--- src/rtl/ahb_sram_slave.sv ---
// ahb_sram_slave: AHB-Lite slave fronting a single-port SRAM through a one-entry write buffer; define AHB_SRAM_WAIT_EN for WAIT_CYCLES read wait states
module ahb_sram_slave #(
  parameter int ADDR_W = 12,
  parameter int WAIT_CYCLES = 1
) (
  input  logic              HCLK,
  input  logic              HRESETn,
  input  logic              HSEL,
  input  logic [31:0]       HADDR,
  input  logic [1:0]        HTRANS,
  input  logic              HWRITE,
  input  logic [2:0]        HSIZE,
  input  logic [31:0]       HWDATA,
  input  logic              HREADY,
  output logic              HREADYOUT,
  output logic              HRESP,
  output logic [31:0]       HRDATA,
  output logic              SRAM_CS,
  output logic [ADDR_W-1:0] SRAM_ADDR,
  output logic [3:0]        SRAM_WEN,
  output logic [31:0]       SRAM_WDATA,
  input  logic [31:0]       SRAM_RDATA
);
  typedef enum logic [2:0] {IDLE, RD, WR, ERR1, ERR2} state_t;
  state_t state;
  logic [ADDR_W-1:0] haddr_w, addr_q, buf_addr;
  logic [3:0] mask, mask_q, buf_mask;
  logic [31:0] buf_data, rdata_q, merged;
  logic buf_valid, legal, accept, rd_sel, drain, hold, rd_done, unused;

`ifdef AHB_SRAM_WAIT_EN
  logic [3:0] cnt;
  assign hold = state == RD && cnt != 4'd0;
  assign unused = ^{HADDR[31:ADDR_W+2], HTRANS[0]};
  // Read wait-state down-counter, loaded on each read select
  always_ff @(posedge HCLK or negedge HRESETn)
    if (!HRESETn) cnt <= '0;
    else if (rd_sel) cnt <= 4'(WAIT_CYCLES);
    else if (hold) cnt <= cnt - 4'd1;
`else
  assign hold = 1'b0;
  assign unused = ^{HADDR[31:ADDR_W+2], HTRANS[0], 4'(WAIT_CYCLES)};
`endif

  assign haddr_w = HADDR[ADDR_W+1:2];
  assign accept = HRESETn & HSEL & HTRANS[1] & HREADY & ~hold & (state != ERR1);
  assign legal = HSIZE == 3'd0 || (HSIZE == 3'd1 && !HADDR[0]) || (HSIZE == 3'd2 && HADDR[1:0] == 2'd0);
  assign mask = HSIZE == 3'd0 ? 4'b0001 << HADDR[1:0] : HSIZE == 3'd1 ? (HADDR[1] ? 4'b1100 : 4'b0011) : 4'hF;
  assign rd_sel = accept & legal & ~HWRITE;
  assign drain = buf_valid & ~rd_sel & ~hold;
  assign rd_done = state == RD && !hold;

  assign HREADYOUT = state != ERR1 && !hold;
  assign HRESP = state == ERR1 || state == ERR2;
  assign HRDATA = rd_done ? merged : rdata_q;
  assign SRAM_CS = rd_sel | hold | drain;
  assign SRAM_ADDR = rd_sel ? haddr_w : hold ? addr_q : buf_addr;
  assign SRAM_WEN = drain ? buf_mask : 4'h0;
  assign SRAM_WDATA = buf_data;

  // Overlay buffered bytes onto SRAM read data when the pending write targets the same word
  always_comb begin
    merged = SRAM_RDATA;
    for (int i = 0; i < 4; i++)
      if (buf_valid && buf_addr == addr_q && buf_mask[i]) merged[8*i +: 8] = buf_data[8*i +: 8];
  end

  // Transfer FSM and address-phase capture
  always_ff @(posedge HCLK or negedge HRESETn)
    if (!HRESETn) begin
      state <= IDLE;
      addr_q <= '0;
      mask_q <= '0;
    end else begin
      if (state == ERR1) state <= ERR2;
      else if (!hold) state <= !accept ? IDLE : !legal ? ERR1 : HWRITE ? WR : RD;
      if (accept && legal) begin
        addr_q <= haddr_w;
        mask_q <= mask;
      end
    end

  // Write buffer: loads in the write data phase, clears once drained to the SRAM
  always_ff @(posedge HCLK or negedge HRESETn)
    if (!HRESETn) begin
      buf_valid <= 1'b0;
      buf_addr <= '0;
      buf_mask <= '0;
      buf_data <= '0;
    end else if (state == WR) begin
      buf_valid <= 1'b1;
      buf_addr <= addr_q;
      buf_mask <= mask_q;
      buf_data <= HWDATA;
    end else if (drain) buf_valid <= 1'b0;

  // Hold the last returned read data outside the read data phase
  always_ff @(posedge HCLK or negedge HRESETn)
    if (!HRESETn) rdata_q <= '0;
    else if (rd_done) rdata_q <= merged;
endmodule

--- config.mk ---
export PLATFORM = sky130hd
export DESIGN_NAME = ahb_sram_slave
export DESIGN_NICKNAME = d
export VERILOG_FILES = /design/src/rtl/ahb_sram_slave.sv
export SDC_FILE = /design/constraint.sdc
export NUM_CORES = 1
export LEC_CHECK = 0
export BUFFER_PORTS_ARGS = -buffer_cell sky130_fd_sc_hd__buf_2
export CAP_MARGIN = 5
export CORE_ASPECT_RATIO = 1.25
export CORE_MARGIN = 2
export CORE_UTILIZATION = 35
export DETAILED_ROUTE_END_ITERATION = 7
export GPL_TIMING_DRIVEN = 0
export PLACE_DENSITY = 0.61
export SYNTH_ARGS = -nofsm -noshare
export SYNTH_HDL_FRONTEND = slang
export SYNTH_SLANG_ARGS = --single-unit
--- constraint.sdc ---
create_clock -name HCLK -period 4.9 [get_ports HCLK]
set_clock_uncertainty 0.15 [all_clocks]
set_input_delay 0.735 -clock HCLK [delete_from_list [all_inputs] [get_ports HCLK]]
set_output_delay 0.735 -clock HCLK [all_outputs]
set_load 0.005 [all_outputs]
==> impl_metrics.json <==
{
  "status": "complete, no violations",
  "wl_um": 15100,
  "tns_ns": 0,
  "critPathSlowestCell": "or4_4",
  "syn-cell-area_um2": 4940,
  "synth.mux.area_fraction_pct": 17.6,
  "yosys_warnings": 0,
  "antenna_found_initial": 2,
  "max_slew_margin_pct": 51.3,
  "cp-end-kind": "output port",
  "cp.required_ns": 4.01,
  "cp_cell_sequence": "buf_4, buf_16, and4_1, nand2_1, or4_4, buf_6, buf_8, mux2_4, buf_2",
  "synth-async-reset-ratio_pct": 100,
  "rows": 48,
  "dp_cells": 775,
  "detail-route-antenna-nets": 0,
  "cp_slowest_stage_delay_ns": 0.44,
  "drc": 0,
  "area_growth_pct": 28.2,
  "grt_first_pass_wirelength_um": 23500,
  "syn_nets": 536,
  "finalCriticalPeriod_ns": 3.95,
  "clock-sinks": 100,
  "vias": 4315,
  "layoutNonFillerInstCount": 792,
  "yosysUniqueCellTypes": 32,
  "grt_pass1_vias": 4471,
  "start_util_pct": 35.8,
  "fin_nets": 717,
  "clk_pin_slew_ns": 0.07,
  "cts_made_buffers": 9,
  "synth_cells": 430,
  "cp.arrival_ns": 3.06,
  "cts_setup_buffers": 0,
  "die_w_um": 110,
  "clock_path_buffers": 2,
  "cts_htree_levels": 3,
  "die_area_um2": 15100,
  "period_share_pct": 80.6,
  "synth-seq-cells": 100,
  "die_h_um": 137,
  "drtPass1Iterations": 4,
  "clk_latency_ns": 0.36,
  "cp_max_fo": 69,
  "synthAdderAreaFrac_pct": 0,
  "avgSynthCellArea_um2": 11.5,
  "avgViaCountPerCell": 5.45,
  "crit_family": "buffers and inverters",
  "hold_viol_final": 0,
  "fin_ws_ns": 0.952,
  "wl_per_cell_um": 19.1,
  "grtUsageTotal_pct": 20.7,
  "cts_resized": 0,
  "ys.flop_type": "dfrtp_1",
  "drive_above_1_share_pct": 43.3,
  "slew_viol_final": 0,
  "worstMarginPinSlew_ns": 0.730,
  "synth_edf_count": 0,
  "core_area_um2": 13800,
  "port_buffers": 169,
  "rsz0062_at_grt": "false",
  "dp_hpwl_um": 11300,
  "dp_slack_ns": 0.904,
  "synth_top_family_by_area": "multiplexers",
  "criticalPathCategory": "in -> out",
  "synthSimpleGateAreaFrac_pct": 14.2,
  "drt-initial-drc-count": 172,
  "io_pins": 189,
  "grt_overflow_total": 0,
  "cts_tree": "yes",
  "synth_compound_area_share_pct": 11.1,
  "setup_viol": 0,
  "synth-seq-area-share_pct": 50.7,
  "gp_congestion": 0.835,
  "maxCapViolations": 0,
  "cp_num_buf_inv": 5,
  "grt_max_degree": 70,
  "ir_worst_vdd_mv": 0.241,
  "cts_hold_buf": 0,
  "min_path_type": "in -> async",
  "fmaxAchievable_mhz": 253,
  "p_per_area_nw_per_um2": 443,
  "leakagePower_nw": 2.71,
  "synth-xor-area-share_pct": 2.28,
  "clock-root-buffer": "clkbuf_16",
  "start_kind": "primary input"
}
[flip-flops by register name, indices dropped and copies added (netlist names)]
name        flops
SRAM_WDATA     32
rdata_q        32
addr_q         12
buf_addr       12
buf_mask        4
mask_q          4
state           3
buf_valid       1
[layer usage]
layer	share of wire (%)	routed length, um	vias up	GRT usage [%]
met4	2.7	410	2	8.96
met2	50	7560	166	34.2
met3	7.0	1060	33	5.76
li1	-	-	2047	-
met1	40	6090	2067	25.1
met5	0.073	11	-	0
[final timing paths]
path,start,end,slack (ns),cells past startpoint
max reg2reg,buf_addr[9]$_DFFE_PN0P_,rdata_q[0]$_DFF_PN0_,2.31,5
max,HRESETn,SRAM_ADDR[10],0.95,9
max in group asynchronous,HRESETn,rdata_q[23]$_DFF_PN0_,3.73,2
min,HRESETn,SRAM_WDATA[7]$_DFFE_PN0P_,0.18,1
min reg2reg,mask_q[3]$_DFFE_PN0P_,mask_q[3]$_DFFE_PN0P_,0.37,1
min in group HCLK,mask_q[3]$_DFFE_PN0P_,mask_q[3]$_DFFE_PN0P_,0.37,1
[kinds of logic (layout without fill, tap and decap cells)]
group                     Yosys count  in the layout
AOI/OAI and AO/OA                  75             75
DFF                               100            100
muxes                              76             76
other                               0              1
xor gates and xnor gates           12             12
buffers and inverters              48            234
and+or+nand+nor                   119            119
[stage by stage]
| step | power (mW) | util, % | instance area, um2 | hold WS (ns) |
|---|---|---|---|---|
| floorplan | 1.67 | - | 4940 | 0.289 |
| global placement | 2.06 | 43.5 | 6000 | 0.342 |
| detailed placement | 2.10 | 43.7 | 6030 | 0.346 |
| CTS | 2.83 | 45.8 | 6330 | 0.187 |
| global route | 2.98 | 45.9 | 6330 | 0.208 |
| finish | 2.80 | 45.9 | 6330 | 0.178 |
[Yosys cell counts (all sizes together), types with 2 or more instances]
cell type | instances | area share (%)
a31oi | 32 | 4.1
and3 | 4 | 0.51
o41ai | 32 | 5.7
nor3 | 2 | 0.30
nand3 | 5 | 0.51
nor3b | 2 | 0.30
nor2 | 34 | 2.6
xnor2 | 12 | 2.3
dfrtp | 100 | 51
nand2 | 2 | 0.15
clkbuf | 39 | 3.0
mux2 | 76 | 18
o21ai | 5 | 0.51
inv | 4 | 0.30
buf | 5 | 0.81
or4 | 33 | 5.1
nand4 | 34 | 4.3
a211oi | 2 | 0.30
[power breakdown]
part	internal [mW]	switching (mW)	leakage, nW
combinational	0.364	0.563	1.38
clock	0.412	0.316	0.140
sequential	1.02	0.133	1.19
[cells in the final DEF, fill, tap and decap left out, drive strengths merged, types with 4 or more instances in the layout]
cell / n
and3: 4
nand4: 34
o41ai: 32
inv: 4
or4: 33
nor2: 34
clkbuf: 52
a31oi: 32
buf: 175
xnor2: 12
o21ai: 5
mux2: 76
dfrtp: 100
nand3: 5
[final cells by class]
type                       count  area [um2]
fill                        1353        7480
sequential                   100        2500
multi-input combinational    282        2240
timing repair buffer         170         876
clock buffer                  13         250
tap                          175         219
buffer                        44         186
clock inverter                 3        46.3
inverter                       4        15.0
antenna                        1        2.50
No activity file was read; power rests on OpenSTA's default activity.
